$ cat config.mk
export PLATFORM = sky130hd
export DESIGN_NAME = spi_cmd_ctrl
export DESIGN_NICKNAME = d
export VERILOG_FILES = /design/src/rtl/spi_cmd_ctrl.sv
export SDC_FILE = /design/constraint.sdc
export NUM_CORES = 1
export LEC_CHECK = 0
export BUFFER_PORTS_ARGS = -buffer_cell sky130_fd_sc_hd__buf_2
export CAP_MARGIN = 5
export CORE_MARGIN = 2
export CORE_UTILIZATION = 55
export CTS_BUF_LIST = sky130_fd_sc_hd__clkbuf_8
export CTS_CLUSTER_DIAMETER = 60
export CTS_CLUSTER_SIZE = 40
export DETAILED_ROUTE_END_ITERATION = 7
export PLACE_DENSITY = 0.77
export SYNTH_ARGS = -nofsm -noshare
export SYNTH_HDL_FRONTEND = slang
export SYNTH_SLANG_ARGS = --single-unit
$ cat constraint.sdc
create_clock -name clk -period 6.7 [get_ports clk]
set_input_delay 1.34 -clock clk [delete_from_list [all_inputs] [get_ports clk]]
set_output_delay 1.34 -clock clk [all_outputs]
set_load 0.05 [all_outputs]
$ cat src/rtl/spi_cmd_ctrl.sv
// spi_cmd_ctrl: turns completed SPI transactions into frame-memory writes,
// score updates and game-state updates for vga_top.
// Optional full-memory clear sweep is built when SNAKE_CMD_CLEAR_EN is defined.
module spi_cmd_ctrl #(
    parameter int unsigned MAX_SCORE = 999,
    parameter int unsigned DROP_W    = 8
) (
    input  logic              clk,
    input  logic              reset,
    input  logic              cs,
    input  logic [7:0]        command,
    input  logic [7:0]        databyte1,
    input  logic [7:0]        databyte2,
    output logic              we,
    output logic [9:0]        waddr,
    output logic [2:0]        wdata,
    output logic [9:0]        score,
    output logic [15:0]       state,
    output logic              busy,
    output logic [DROP_W-1:0] drop_cnt
);

    localparam logic [0:0] StIdle  = 1'b0;
    localparam logic [0:0] StClear = 1'b1;

    localparam logic [9:0]        ScoreMax = 10'(MAX_SCORE);
    localparam logic [9:0]        LastAddr = 10'd1023;
    localparam logic [DROP_W-1:0] DropOne  = {{(DROP_W-1){1'b0}}, 1'b1};

    localparam logic [7:0] CmdWriteCell = 8'h01;
    localparam logic [7:0] CmdSetScore  = 8'h02;
    localparam logic [7:0] CmdAddScore  = 8'h03;
    localparam logic [7:0] CmdSetState  = 8'h04;
    localparam logic [7:0] CmdClear     = 8'h05;

    logic s1_q, s2_q, s3_q;
    logic str;

    logic [0:0]        fsm_q, fsm_d;
    logic [9:0]        clr_addr_q, clr_addr_d;
    logic              we_q, we_d;
    logic [9:0]        waddr_q, waddr_d;
    logic [2:0]        wdata_q, wdata_d;
    logic [9:0]        score_q, score_d;
    logic [15:0]       state_q, state_d;
    logic [DROP_W-1:0] drop_q, drop_d;

    logic              slot_valid_q, slot_valid_d;
    logic [7:0]        slot_cmd_q, slot_cmd_d;
    logic [7:0]        slot_d1_q, slot_d1_d;
    logic [7:0]        slot_d2_q, slot_d2_d;

    logic              exec_valid;
    logic [7:0]        exec_cmd, exec_d1, exec_d2;
    logic [10:0]       add_sum;
    logic [9:0]        set_val;
    logic              new_cmd;

    // Unknown opcodes are never executed, queued or counted as drops.
    function automatic logic cmd_known(input logic [7:0] c);
        case (c)
            CmdWriteCell, CmdSetScore, CmdAddScore, CmdSetState: return 1'b1;
`ifdef SNAKE_CMD_CLEAR_EN
            CmdClear: return 1'b1;
`endif
            default: return 1'b0;
        endcase
    endfunction

    // Synchronise cs; idle-high reset value means a cs held low through reset gives no strobe.
    always_ff @(posedge clk) begin
        if (reset) begin
            s1_q <= 1'b1;
            s2_q <= 1'b1;
            s3_q <= 1'b1;
        end else begin
            s1_q <= cs;
            s2_q <= s1_q;
            s3_q <= s2_q;
        end
    end

    assign str     = s2_q & ~s3_q;
    assign new_cmd = str & cmd_known(command);

    assign add_sum = {1'b0, score_q} + {3'b000, exec_d1};
    assign set_val = {exec_d2[1:0], exec_d1};

    // Pick what executes this cycle, manage the pending slot, run the sweep.
    always_comb begin
        fsm_d        = fsm_q;
        clr_addr_d   = clr_addr_q;
        we_d         = 1'b0;
        waddr_d      = waddr_q;
        wdata_d      = wdata_q;
        score_d      = score_q;
        state_d      = state_q;
        drop_d       = drop_q;
        slot_valid_d = slot_valid_q;
        slot_cmd_d   = slot_cmd_q;
        slot_d1_d    = slot_d1_q;
        slot_d2_d    = slot_d2_q;
        exec_valid   = 1'b0;
        exec_cmd     = slot_cmd_q;
        exec_d1      = slot_d1_q;
        exec_d2      = slot_d2_q;

        if (fsm_q == StIdle) begin
            if (slot_valid_q) begin
                // Slot drains first; a simultaneous strobe refills it.
                exec_valid   = 1'b1;
                slot_valid_d = 1'b0;
                if (new_cmd) begin
                    slot_valid_d = 1'b1;
                    slot_cmd_d   = command;
                    slot_d1_d    = databyte1;
                    slot_d2_d    = databyte2;
                end
            end else if (new_cmd) begin
                exec_valid = 1'b1;
                exec_cmd   = command;
                exec_d1    = databyte1;
                exec_d2    = databyte2;
            end
        end else begin
            if (new_cmd) begin
                if (!slot_valid_q) begin
                    slot_valid_d = 1'b1;
                    slot_cmd_d   = command;
                    slot_d1_d    = databyte1;
                    slot_d2_d    = databyte2;
                end else if (drop_q != {DROP_W{1'b1}}) begin
                    drop_d = drop_q + DropOne;
                end
            end
            // clr_addr_q is the address currently on waddr.
            if (clr_addr_q == LastAddr) begin
                fsm_d = StIdle;
            end else begin
                clr_addr_d = clr_addr_q + 10'd1;
                we_d       = 1'b1;
                waddr_d    = clr_addr_q + 10'd1;
                wdata_d    = 3'b000;
            end
        end

        if (exec_valid) begin
            case (exec_cmd)
                CmdWriteCell: begin
                    we_d    = 1'b1;
                    waddr_d = {exec_d2[1:0], exec_d1};
                    wdata_d = exec_d2[4:2];
                end
                CmdSetScore: begin
                    score_d = (set_val > ScoreMax) ? ScoreMax : set_val;
                end
                CmdAddScore: begin
                    score_d = (add_sum > {1'b0, ScoreMax}) ? ScoreMax : add_sum[9:0];
                end
                CmdSetState: begin
                    state_d = {exec_d2, exec_d1};
                end
`ifdef SNAKE_CMD_CLEAR_EN
                CmdClear: begin
                    fsm_d      = StClear;
                    clr_addr_d = 10'd0;
                    we_d       = 1'b1;
                    waddr_d    = 10'd0;
                    wdata_d    = 3'b000;
                end
`endif
                default: begin
                end
            endcase
        end
    end

    // State, slot and registered outputs.
    always_ff @(posedge clk) begin
        if (reset) begin
            fsm_q        <= StIdle;
            clr_addr_q   <= 10'd0;
            we_q         <= 1'b0;
            waddr_q      <= 10'd0;
            wdata_q      <= 3'b000;
            score_q      <= 10'd0;
            state_q      <= 16'd0;
            drop_q       <= '0;
            slot_valid_q <= 1'b0;
            slot_cmd_q   <= 8'd0;
            slot_d1_q    <= 8'd0;
            slot_d2_q    <= 8'd0;
        end else begin
            fsm_q        <= fsm_d;
            clr_addr_q   <= clr_addr_d;
            we_q         <= we_d;
            waddr_q      <= waddr_d;
            wdata_q      <= wdata_d;
            score_q      <= score_d;
            state_q      <= state_d;
            drop_q       <= drop_d;
            slot_valid_q <= slot_valid_d;
            slot_cmd_q   <= slot_cmd_d;
            slot_d1_q    <= slot_d1_d;
            slot_d2_q    <= slot_d2_d;
        end
    end

    assign we       = we_q;
    assign waddr    = waddr_q;
    assign wdata    = wdata_q;
    assign score    = score_q;
    assign state    = state_q;
    assign drop_cnt = drop_q;

`ifdef SNAKE_CMD_CLEAR_EN
    assign busy = (fsm_q == StClear);
`else
    assign busy = 1'b0;
`endif

endmodule

### Yosys cells after proc, flatten, opt, wreduce, memory -nomap -nowiden

Index checks and enable logic that the tools add are counted.

| operators by class | value |
|---|---|
| $add $sub $neg | 3 |
| magnitude comparators | 2 |
| eq/ne operators | 12 |
| muxes and demuxes | 43 |
| bitwise operators | 4 |
| reduce and logical (&&, ||, !) cells | 8 |

Operator list:

| kind | count |
|---|---|
| 8-bit 2-to-1 mux | 21 |
| 10-bit 2-to-1 mux | 6 |
| 8-bit by 2-bit equality test with 1-bit output (second input constant) | 4 |
| 10-bit one-hot mux with 2 select lines | 1 |
| 8-bit by 1-bit equality test with 1-bit output (second input constant) | 2 |
| 8-bit by 3-bit equality test with 1-bit output (second input constant) | 2 |
| 3-bit 2-to-1 mux | 4 |
| 10-bit by 8-bit adder with 11-bit output | 1 |
| 11-bit by 10-bit greater-than comparator with 1-bit output (second input constant) | 1 |
| 1-bit 2-to-1 mux | 11 |
| 10-bit by 1-bit adder with 10-bit output (second input constant) | 1 |
| 10-bit equality test (second input constant) | 1 |
| 10-bit greater-than comparator (second input constant) | 1 |
| 8-bit by 1-bit adder with 8-bit output (second input constant) | 1 |
| 8-bit != test (second input constant) | 1 |
| 2-bit AND reduction | 3 |
| 4-bit AND reduction | 1 |
| 2-bit nonzero test | 2 |
| 4-bit OR reduction | 1 |
| 3-bit AND reduction | 1 |
| 1-bit bitwise AND | 2 |
| 2-bit by 1-bit != test with 1-bit output (second input constant) | 1 |
| 2-bit != test (second input constant) | 1 |
| 1-bit NOT | 2 |

| storage, ports and cells | value |
|---|---|
| flip-flop bits (word level) | 87 |
| input port bits | 27 |
| output and inout port bits | 49 |
| logic and storage cells | 87 |

### Longest topological paths before layout

| logic depth | value |
|---|---|
| depth in word-level cells | 11 |
| gate-level depth with buffers | 16 |
| gate-level depth less buffers | 14 |

### Worst setup path before layout

Ideal clock, no wire load.

| path | value |
|---|---|
| kind | input to register |
| start | input command[6] |
| end | register score_q[3], in the netlist score[3] |
| library setup time | 0.132 ns |
| data arrival time | 5.273 ns |
| required time | 6.568 ns |
| slack | 1.295 ns |
| stages | 16 |
| buffers on the path | 2 |
| cells stage by stage | or4b_1 buf_2 or4_4 nor2_4 buf_6 mux2i_1 inv_1 ha_1 fa_1 a211oi_1 nor2_1 xnor2_1 a2111oi_0 nand4_1 nand4b_1 a21oi_1 |

| between the ends | value |
|---|---|
| word-level cells in the longest chain between the ends | 11 |
| elaborated cells between the ends (all ways) | 29 |
| those cells by class | add/sub: 1; order compare: 2; eq/ne: 6; mux: 16; bitwise: 1; reduce/logical: 3 |

RTL lines:

| item | line | source |
|---|---|---|
| start, declared | 11 | `input logic [7:0] command,` |
| 8-bit by 1-bit equality test with 1-bit output (tied with other cells) | 61 | `case (c)` |
| 4-bit OR reduction (*) | 61 |  |
| 1-bit 2-to-1 mux (*) | 61 |  |
| 1-bit bitwise AND (*) | 84 | `assign new_cmd = str & cmd_known(command);` |
| 8-bit 2-to-1 mux (*) | 119 | `end else if (new_cmd) begin` |
| 8-bit 2-to-1 mux (*) | 109 | `if (slot_valid_q) begin` |
| 8-bit 2-to-1 mux (*) | 108 | `if (fsm_q == StIdle) begin` |
| named net exec_d1[0] | 54 | `logic [7:0] exec_cmd, exec_d1, exec_d2;` |
| 10-bit by 8-bit adder with 11-bit output | 86 | `assign add_sum = {1'b0, score_q} + {3'b000, exec_d1};` |
| 11-bit by 10-bit greater-than comparator with 1-bit output | 158 | `score_d = (add_sum > {1'b0, ScoreMax}) ? ScoreMax : add_sum[9:0];` |
| 10-bit 2-to-1 mux | 158 |  |
| 10-bit one-hot mux with 2 select lines (*) | 148 | `case (exec_cmd)` |
| end signal, assigned | 199 | `score_q <= score_d;` |
| end, declared | 44 | `logic [9:0] score_q, score_d;` |

The timed path passes the listed nets; every way through them passes the cells marked *.
A chain may end at the register's enable or synchronous reset.

### Worst setup path after layout

| path | value |
|---|---|
| start | input command[6] |
| end | register score_q[4], in the netlist score[4] |

The elaborated chain is that of the path after synthesis.

==> impl_metrics.toml <==
[outcome]
status = "finished, final reports clean"

[power]
irDropWorstVdd_v = 0.0001215
p_clk_share_pct = 38.6
seqPwrFrac_pct = 58.5
p_leak_nw = 1.949
p_sw_w = 0.0002193
switching_share_pct = 24.81
p_int_w = 0.0006646
p_per_area_nw_per_um2 = 178.4
combPwrFrac_pct = 2.9

[clock_tree]
ctsLongestPathBuffers = 2
clk_pin_slew_ns = 0.09
clk_latency_ns = 0.36
hold_buffers = 0
cts_setup_buffers = 0
cts_resized = 0
cts.sinks = 87
htreeDepth = 3
cts_tree = "built"
cts_buffers = 9
root_buffer = "clkbuf_8"

[die]
die_w_um = 92.82
core-area_um2 = 7687
io_pins = 76
die_y_um = 92.82
start_util_pct = 56.45
fp-row-count = 32
die_area_um2 = 8616

[timing]
rsz0062_at_grt = "no"
slew_violations = 0
worst_slew_margin_rel_pct = 23.36
finClkSkew_ns = 0.007714
tns_ns = 0
finalSetupViolations = 0
fin_crit_sh_pct = 83.49
layout_min_cycle_time_ns = 5.594
fmax_mhz = 178.8
worst_pin_slew_ns = 1.148
final_hold_viol_count = 0

[logic_synthesis]
syn_area_um2 = 4339
synth_edf_count = 0
ys_types = 62
synthArstFlopShare_pct = 0
synth_xor_area_share_pct = 4.642
synth_top_area_cell = "dfxtp_1"
synthTopCellsByCount = "87 x dfxtp_1, 73 x nand2_1, 72 x nor2_1"
avgSynthCellArea_um2 = 8.281
yosysSeqAreaShare_pct = 40.14
yosysWarnings = 0
ys_seq_elements = 87
synth_compound_area_share_pct = 17.53
syn_nets = 563
synthFlopType = "dfxtp_1"
yosys-top-cells-area = "dfxtp_1 40%, nand2_1 6.3%, nor2_1 6.2%"
yosysTopAreaCellShare_pct = 40.14
synth.area.mux_share_pct = 5.507
synth_cells = 524
synth-simple-area-share_pct = 24.28
synthAdderAreaFrac_pct = 3.633
synth_most_common_cell = "dfxtp_1"
synth_top_family_by_area = "simple AND/OR/NAND/NOR gates"

[global_route]
met3_usage_pct = 4.638
grt_max_degree = 64
top_usage_layer = "met2"
gr-usage-met2_pct = 40.28
overflow = 0
antenna_found_initial = 0
grt_pass1_vias = 3676
grt.met1_usage_pct = 32.57
grt_use_total_pct = 24.75
grt_pass1_wl_mm = 17.27

[critical_path]
cpLargestDelayFamily = "simple AND/OR/NAND/NOR gates"
r2r-start = "s2_q"
cp_slowest_cell = "or4b_1"
max_stage_delay_ns = 0.68
r2r_end = "score[4]"
critPathCaptureType = "flop"
cp_num_buf_inv = 3
critPathKind = "primary input to flop"
start_kind = "primary input"
path_cells = "buf_2 -> or4b_1 -> or4_4 -> nor2_4 -> buf_4 -> mux2i_1 -> inv_1 -> fa_1 -> a211oi_1 -> nor2_1 -> xnor2_1 -> a2111oi_0 -> nand4_1 -> nand4b_1 -> a21oi_1"
arrival_ns = 5.83
crit_fanout = 11
cp.depth = 15
r2r.worst_path.cells = 14
cp.required_ns = 6.93
rrSetupSlack_ns = 1.92

[routing]
final_antenna_net_count = 0
drc = 0
wl_mm = 10.49
drtIter0Drc = 164
wire_per_inst_um = 15.09
post_drt_via_cell_ratio = 5.735
first_pass_iters = 4
vias = 3986

[hold_path]
worstHoldPathType = "flop to flop"
hold_end = "s2_q"
min-delay-start = "s1_q"
hold_depth = 1

[place]
gp_congestion = 0.9545
dp_hpwl_mm = 7.691
port_buffers = 74

[job]
max_cap_viol_count = 0

[finish]
final_nets = 627
num_antenna_cells = 0
fin_util_pct = 64.45
syn_to_final_growth_pct = 14.19
drive_gt1_share_pct = 20.74
==> flip-flops by register name, summed over array words and instances, names as in the netlist, 3 cells and up <==
register / count
slot_d1_q: 8
drop_cnt: 8
slot_d2_q: 8
wdata: 3
slot_cmd_q: 8
score: 10
state: 16
clr_addr_q: 10
waddr: 10
==> power groups by stage <==
stage | clock, W | sequential (W) | combinational, W
2_1_floorplan | 0 | 0.000530 | 0.0000129
3_3_place_gp | 0 | 0.000530 | 0.0000251
3_5_place_dp | 0 | 0.000530 | 0.0000255
4_1_cts | 0.000349 | 0.000518 | 0.0000257
5_1_grt | 0.000366 | 0.000518 | 0.0000280
6_report | 0.000341 | 0.000517 | 0.0000257
==> logic make-up after synthesis <==
kind of cell,count (synthesis)
compound gates,113
xor+xnor,23
fa+ha+maj,12
buf+inv,43
flops,87
mux,23
other cells,1
simple gates,222
==> how the worst max path moves through the flow <==
stage               start       end  slack (ns)
2_1_floorplan  command[6]  score[3]        1.29
3_3_place_gp   command[6]  score[3]        0.94
3_5_place_dp   command[6]  score[4]        0.83
4_1_cts        command[6]  score[4]        1.21
5_1_grt        command[6]  score[3]        0.93
6_report       command[6]  score[4]        1.11
==> cells in the final DEF (no fill, tap or decap), drive strengths merged, types with 6 or more instances in the layout <==
cell type  synthesis  routed
a211oi            18      18
a21oi             44      44
and2               7       7
buf                8      82
clkbuf            21       9
dfxtp             87      87
ha                11      11
inv               14      17
mux2               7       7
mux2i             16      16
nand2             73      73
nand3             15      15
nand4              6       6
nor2              73      73
nor3               7       7
o21ai             13      13
or2                9       9
xnor2             13      13
xor2              10      10
==> per-stage QoR <==
step	hold WS [ns]	total power, W	cells	instance area, um2	worst slack [ns]
2_1_floorplan	0.3895	0.0005425	524	4339	1.295
3_3_place_gp	0.3992	0.0005547	679	4775	0.9413
4_1_cts	0.4276	0.0008925	695	4955	1.209
6_report	0.4214	0.0008839	695	4955	1.106
5_1_grt	0.4377	0.0009117	695	4955	0.9341
3_5_place_dp	0.4061	0.0005551	679	4775	0.8334
==> metal layers <==
metal | routed length (um) | part of all wire [%]
met5 | 0 | 0
met4 | 197 | 1.9
met2 | 4983 | 48
met3 | 647 | 6.2
met1 | 4662 | 44
==> area by class of cell <==
cell class | instances | area, um2
fill | 706 | 2733
multi-input combinational | 394 | 2422
sequential | 87 | 1742
timing repair buffer | 82 | 430.4
tap | 102 | 127.6
clock buffer | 9 | 123.9
clock inverter | 7 | 56.30
inverter | 14 | 52.55
Note: power is estimated with default switching activity, not from simulation.
